**src/rtl/range_stream_driver_if.sv**
```systemverilog
// Handshake bundle between a sample host and range_stream_driver.
// The master modport is the host side; the slave modport is the driver.
interface range_stream_driver_if #(
  parameter int WIDTH = 8
);
  logic             load;
  logic [WIDTH-1:0] data_in;
  logic             start;
  logic [WIDTH-1:0] data_out;
  logic             go;
  logic             finish;
  logic [WIDTH-1:0] range_in;
  logic             error_in;
  logic             busy;
  logic             full;
  logic             done;
  logic [WIDTH-1:0] range_out;
  logic             mismatch;

  modport master (
    output load, data_in, start, range_in, error_in,
    input  data_out, go, finish, busy, full, done, range_out, mismatch
  );

  modport slave (
    input  load, data_in, start, range_in, error_in,
    output data_out, go, finish, busy, full, done, range_out, mismatch
  );
endinterface

```
**src/rtl/range_stream_driver.sv**
```systemverilog
// Buffers a burst of samples, streams it to a range finder and captures the reported range.
// Define RANGE_STREAM_CHECK_EN to cross-check range_in against the loaded samples' max-min.
module range_stream_driver #(
  parameter int WIDTH = 8,
  parameter int DEPTH = 8
) (
  input logic                  clock,
  input logic                  reset,
  range_stream_driver_if.slave bus
);
  localparam int IW = $clog2(DEPTH);
  localparam int CW = IW + 1;

  typedef enum logic [1:0] {IDLE, SEND, FIN, CAPTURE} state_t;

  state_t                       state, state_nxt;
  logic [CW-1:0]                count;
  logic [IW-1:0]                idx;
  logic [DEPTH-1:0][WIDTH-1:0]  mem;
  logic [WIDTH-1:0]             data_out;
  logic                         go, finish, done;
  logic                         push, launch, last, chk_fail;
  logic [WIDTH-1:0]             range_q;
  logic                         mismatch_q;

  assign last = ({1'b0, idx} == count - CW'(1));

  always_comb begin
    state_nxt = state;
    data_out  = '0;
    go        = 1'b0;
    finish    = 1'b0;
    done      = 1'b0;
    push      = 1'b0;
    launch    = 1'b0;
    case (state)
      IDLE: begin
        // a coincident start takes priority; the load is dropped
        push   = bus.load && !bus.start && (count < CW'(DEPTH));
        launch = bus.start && (count != '0);
        if (launch) state_nxt = SEND;
      end
      SEND: begin
        data_out = mem[idx];
        go       = (idx == '0);
        if (last) state_nxt = FIN;
      end
      FIN: begin
        finish    = 1'b1;
        state_nxt = CAPTURE;
      end
      CAPTURE: begin
        done      = 1'b1;
        state_nxt = IDLE;
      end
      default: state_nxt = IDLE;
    endcase
  end

  always_ff @(posedge clock or posedge reset) begin
    if (reset) begin
      state      <= IDLE;
      count      <= '0;
      idx        <= '0;
      mem        <= '0;
      range_q    <= '0;
      mismatch_q <= 1'b0;
    end else begin
      state <= state_nxt;
      if (push) begin
        mem[count[IW-1:0]] <= bus.data_in;
        count              <= count + CW'(1);
      end
      if (launch) idx <= '0;
      else if (state == SEND && !last) idx <= idx + IW'(1);
      if (state == CAPTURE) begin
        range_q    <= bus.range_in;
        mismatch_q <= chk_fail;
        count      <= '0;
      end
    end
  end

`ifdef RANGE_STREAM_CHECK_EN
  logic [WIDTH-1:0] mn, mx;

  // min/max restart whenever the buffer empties (capture or reset)
  always_ff @(posedge clock or posedge reset) begin
    if (reset) begin
      mn <= '1;
      mx <= '0;
    end else if (state == CAPTURE) begin
      mn <= '1;
      mx <= '0;
    end else if (push) begin
      if (bus.data_in < mn) mn <= bus.data_in;
      if (bus.data_in > mx) mx <= bus.data_in;
    end
  end

  assign chk_fail = bus.error_in || (bus.range_in != WIDTH'(mx - mn));
`else
  assign chk_fail = bus.error_in;
`endif

  assign bus.data_out  = data_out;
  assign bus.go        = go;
  assign bus.finish    = finish;
  assign bus.done      = done;
  assign bus.busy      = (state != IDLE);
  assign bus.full      = (count == CW'(DEPTH));
  assign bus.range_out = range_q;
  assign bus.mismatch  = mismatch_q;
endmodule

```
**src/flat_wrapper.sv**
```systemverilog
// flat-port wrapper written by rule: the top's interface ports become plain ports
module range_stream_driver_flat 
#(
  parameter int WIDTH = 8,
  parameter int DEPTH = 8
)
  (clock, reset, bus_load, bus_data_in, bus_start, bus_range_in, bus_error_in, bus_data_out, bus_go, bus_finish, bus_busy, bus_full, bus_done, bus_range_out, bus_mismatch);
  range_stream_driver_if #(.WIDTH(WIDTH)) bus_i ();
  input logic clock;
  input logic reset;
  input wire logic [$bits(bus_i.load)-1:0] bus_load;
  input wire logic [$bits(bus_i.data_in)-1:0] bus_data_in;
  input wire logic [$bits(bus_i.start)-1:0] bus_start;
  input wire logic [$bits(bus_i.range_in)-1:0] bus_range_in;
  input wire logic [$bits(bus_i.error_in)-1:0] bus_error_in;
  output wire logic [$bits(bus_i.data_out)-1:0] bus_data_out;
  output wire logic [$bits(bus_i.go)-1:0] bus_go;
  output wire logic [$bits(bus_i.finish)-1:0] bus_finish;
  output wire logic [$bits(bus_i.busy)-1:0] bus_busy;
  output wire logic [$bits(bus_i.full)-1:0] bus_full;
  output wire logic [$bits(bus_i.done)-1:0] bus_done;
  output wire logic [$bits(bus_i.range_out)-1:0] bus_range_out;
  output wire logic [$bits(bus_i.mismatch)-1:0] bus_mismatch;
  assign bus_i.load = bus_load;
  assign bus_i.data_in = bus_data_in;
  assign bus_i.start = bus_start;
  assign bus_i.range_in = bus_range_in;
  assign bus_i.error_in = bus_error_in;
  assign bus_data_out = bus_i.data_out;
  assign bus_go = bus_i.go;
  assign bus_finish = bus_i.finish;
  assign bus_busy = bus_i.busy;
  assign bus_full = bus_i.full;
  assign bus_done = bus_i.done;
  assign bus_range_out = bus_i.range_out;
  assign bus_mismatch = bus_i.mismatch;
  range_stream_driver #(.WIDTH(WIDTH), .DEPTH(DEPTH)) u_core (.clock(clock), .reset(reset), .bus(bus_i));
endmodule
```
**config.mk**
```make
export PLATFORM = sky130hd
export DESIGN_NAME = range_stream_driver_flat
export DESIGN_NICKNAME = d
export VERILOG_FILES = /design/src/rtl/range_stream_driver_if.sv /design/src/rtl/range_stream_driver.sv /design/src/flat_wrapper.sv
export SDC_FILE = /design/constraint.sdc
export NUM_CORES = 1
export LEC_CHECK = 0
export ABC_AREA = 1
export CORE_MARGIN = 8
export CORE_UTILIZATION = 30
export DETAILED_ROUTE_END_ITERATION = 10
export PLACE_DENSITY = 0.56
export SLEW_MARGIN = 10
export SYNTH_ARGS = -nofsm -noshare
export SYNTH_HDL_FRONTEND = slang
export SYNTH_SLANG_ARGS = --single-unit
```
**constraint.sdc**
```tcl
create_clock -name clock -period 5.3 [get_ports clock]
set_input_delay 0.53 -clock clock [delete_from_list [all_inputs] [get_ports clock]]
set_output_delay 0.53 -clock clock [all_outputs]
set_load 0.02 [all_outputs]
```
==> run_results.csv <==
group,metric,value,unit
outcome,status,"finished, final reports clean",
place,hpwl,6.58,mm
critical_path,cp-start-kind,"flip-flop",
pwr,power.density,547,nW/um2
global_route,gr-total-overflow,0,
logic_synthesis,synth.top_cell.area_share,52.9,%
cts,holdBufCountCts,0,
cts,cts_resized,0,
finish,antenna-diode-count,0,
global_route,grt_start_max_net_pins,47,
logic_synthesis,syn_avg_cell_area,8.54,um2
critical_path,cp.arrival,2.62,ns
worst_hold_path,min_path_type,"flip-flop to flip-flop",
logic_synthesis,synthFlopType,"dfrtp_1",
critical_path,required,4.77,ns
floorplan,die_w,130,um
cts,cts-buffers-inserted,9,
route,firstDrtPassIters,4,
sta,rsz0062_at_grt,"false",
place,portBuffers,42,
critical_path,startpoint,"u_core.idx[1]",
sta,fin_crit_sh,59.4,%
sta,finalSetupViolCount,0,
sta,finalMaxSlewViolations,0,
worst_hold_path,min_from,"u_core.bus.range_out[1]",
logic_synthesis,yosysMostFrequentCell,"nand2_1",
sta,tns,0,ns
run,maxCapViolCount,0,
sta,tightest_slew,0.953,ns
pwr,peakVddDrop,0.000199,V
cts,clock_sinks,82,
cts,clk_pin_slew_worst_paths,0.06,ns
critical_path,reg2reg_slack,3.17,ns
sta,fin_skew,0.00503,ns
global_route,grt_pass1_vias,3167,
critical_path,r2r_end,"u_core.state[1]",
logic_synthesis,synth_area_leaders,"dfrtp_1, o21ai_0, nand2_1",
finish,syn_to_final_growth,21.9,%
finish,fillers,1327,
cts,clock_latency,0.34,ns
critical_path,crit-reg2reg-launch,"u_core.idx[2]",
route,wirelength,10.1,mm
place,gp_congestion,0.789,
floorplan,die-area,16800,um2
finish,multiInputGateArea,1640,um2
finish,layout.area.seq,2050,um2
global_route,grt_use_total,13.0,%
floorplan,pin_count,43,
sta,relSlewSlack,36.4,%
critical_path,crit_fanout,20,
floorplan,die_h,130,um
route,wl_per_cell,15.2,um
pwr,cellLeakagePower,2.16,nW
logic_synthesis,synth_area,3880,um2
global_route,antenna_found_initial,0,
cts,post_cts_buffers,0,
logic_synthesis,ys_seq_area_share,52.9,%
sta,period_minus_slack,3.15,ns
logic_synthesis,ys_ff_latch,82,
logic_synthesis,syn-num-nets,483,
logic_synthesis,async_flop_share,100,%
sta,fmax,0.318,GHz
logic_synthesis,synth_edf_count,0,
route,drc,0,
logic_synthesis,yosysTopAreaCell,"dfrtp_1",
finish,final_nets,515,
logic_synthesis,synth_commonest_cells,"nand2_1, o21ai_0, dfrtp_1",
route,ant_nets,0,
global_route,grt_first_pass_wirelength,16.9,mm
cts,htreeDepth,3,
logic_synthesis,yosysWarnings,0,
cts,cts_tree,"built",
cts,clock-root-buffer,"clkbuf_16",
critical_path,cp-end-kind,"output pin",
cts,cts_buffer_depth,2,
logic_synthesis,synth.distinct_cells,28,
sta,finalHoldViolCount,0,
pwr,total_power,2.58,mW
floorplan,initial_core_util,30.7,%
route,vias_per_cell,4.76,
critical_path,crit_path_end,"bus_data_out[3]",
floorplan,rows,41,
critical_path,worstSetupPathType,"flip-flop to output pin",
floorplan,core,12600,um2
route,vias,3157,
logic_synthesis,syn_inst,454,
route,dr.first_iter.drc_count,216,
finish,drive_gt1_share,6.92,%
critical_path,rr_worst_depth,9,
worst min-delay path by stage:
stage | to | depth (start not counted)
2_1_floorplan | u_core.mem[16] | 2
3_3_place_gp | u_core.bus.range_out[7] | 2
3_5_place_dp | u_core.bus.range_out[5] | 2
4_1_cts | u_core.bus.range_out[0] | 2
5_1_grt | u_core.mem[48] | 2
6_report | u_core.bus.range_out[1] | 2
placed cells by master, fill, tap and decap left out, types with 2 or more instances in the layout:
cell / synthesis / routed
nand3_2: 5 / 5
nand2_1: 118 / 118
o21ai_0: 97 / 97
clkbuf_16: 0 / 9
or2_2: 2 / 2
nand4_1: 3 / 3
nand3_1: 24 / 24
clkinv_2: 0 / 2
clkinv_1: 2 / 2
inv_1: 19 / 18
ha_1: 8 / 8
buf_4: 1 / 2
clkbuf_1: 11 / 2
nor2_1: 36 / 36
a21oi_1: 2 / 2
dfrtp_1: 82 / 82
o22ai_1: 16 / 16
nand4_4: 4 / 4
clkdlybuf4s50_1: 0 / 42
inv_2: 3 / 3
xnor2_1: 2 / 2
final cells by class:
| class | count | area share [%] |
|---|---|---|
| Tap cell | 172 | 4.55 |
| Timing Repair Buffer | 44 | 9.21 |
| Clock inverter | 4 | 1.09 |
| Inverter | 24 | 1.93 |
| Multi-Input combinational cell | 325 | 34.6 |
| Clock buffer | 12 | 5.21 |
| Sequential cell | 82 | 43.4 |
metal layers:
layer | part of all wire [%] | up-vias | GRT usage [%]
met5 | 0 | - | 0
met4 | 1.1 | 0 | 3.83
met3 | 6.1 | 6 | 4.04
met2 | 46 | 80 | 20.5
met1 | 47 | 1492 | 16.8
li1 | - | 1579 | -
through the flow:
step	hold slack [ns]	setup WS [ns]	util (%)	instances	instance area, um2
after floorplan	0.448	2.66	-	454	3880
after global placement	0.456	2.54	35.1	647	4430
after detailed placement	0.464	2.49	35.1	647	4430
after CTS	0.477	2.11	37.5	663	4730
after global routing	0.496	1.94	37.5	663	4730
final	0.473	2.15	37.5	663	4730
critical path, stage by stage (launching register included):
cell	delay [ns]
dfrtp_1	0.62
inv_1	0.50
o21ai_0	0.19
o22ai_1	0.15
nand3_1	0.08
nand2_1	0.12
clkdlybuf4s50_1	0.61
cells by family after synthesis:
logic type | Yosys count | share of synthesized area [%]
adders and majority gates | 8 | 2.58
and+or+nand+nor | 197 | 23.2
buffers and inverters | 47 | 4.94
xor gates and xnor gates | 3 | 0.678
DFF | 82 | 52.9
AOI/OAI and AO/OA | 117 | 15.7
registers in the layout (all words and copies together), names as in the netlist:
signal                flops
u_core.state              2
u_core.idx                3
u_core.mem               64
u_core.count              4
u_core.bus.mismatch       1
u_core.bus.range_out      8
report_power, final:
group / switching, mW / leakage (nW) / internal [mW]
registers: 0.140 / 1.09 / 0.814
logic: 0.611 / 0.924 / 0.396
clock network: 0.244 / 0.143 / 0.378
total: 0.996 / 2.16 / 1.59
No activity file was read; power rests on OpenSTA's default activity.
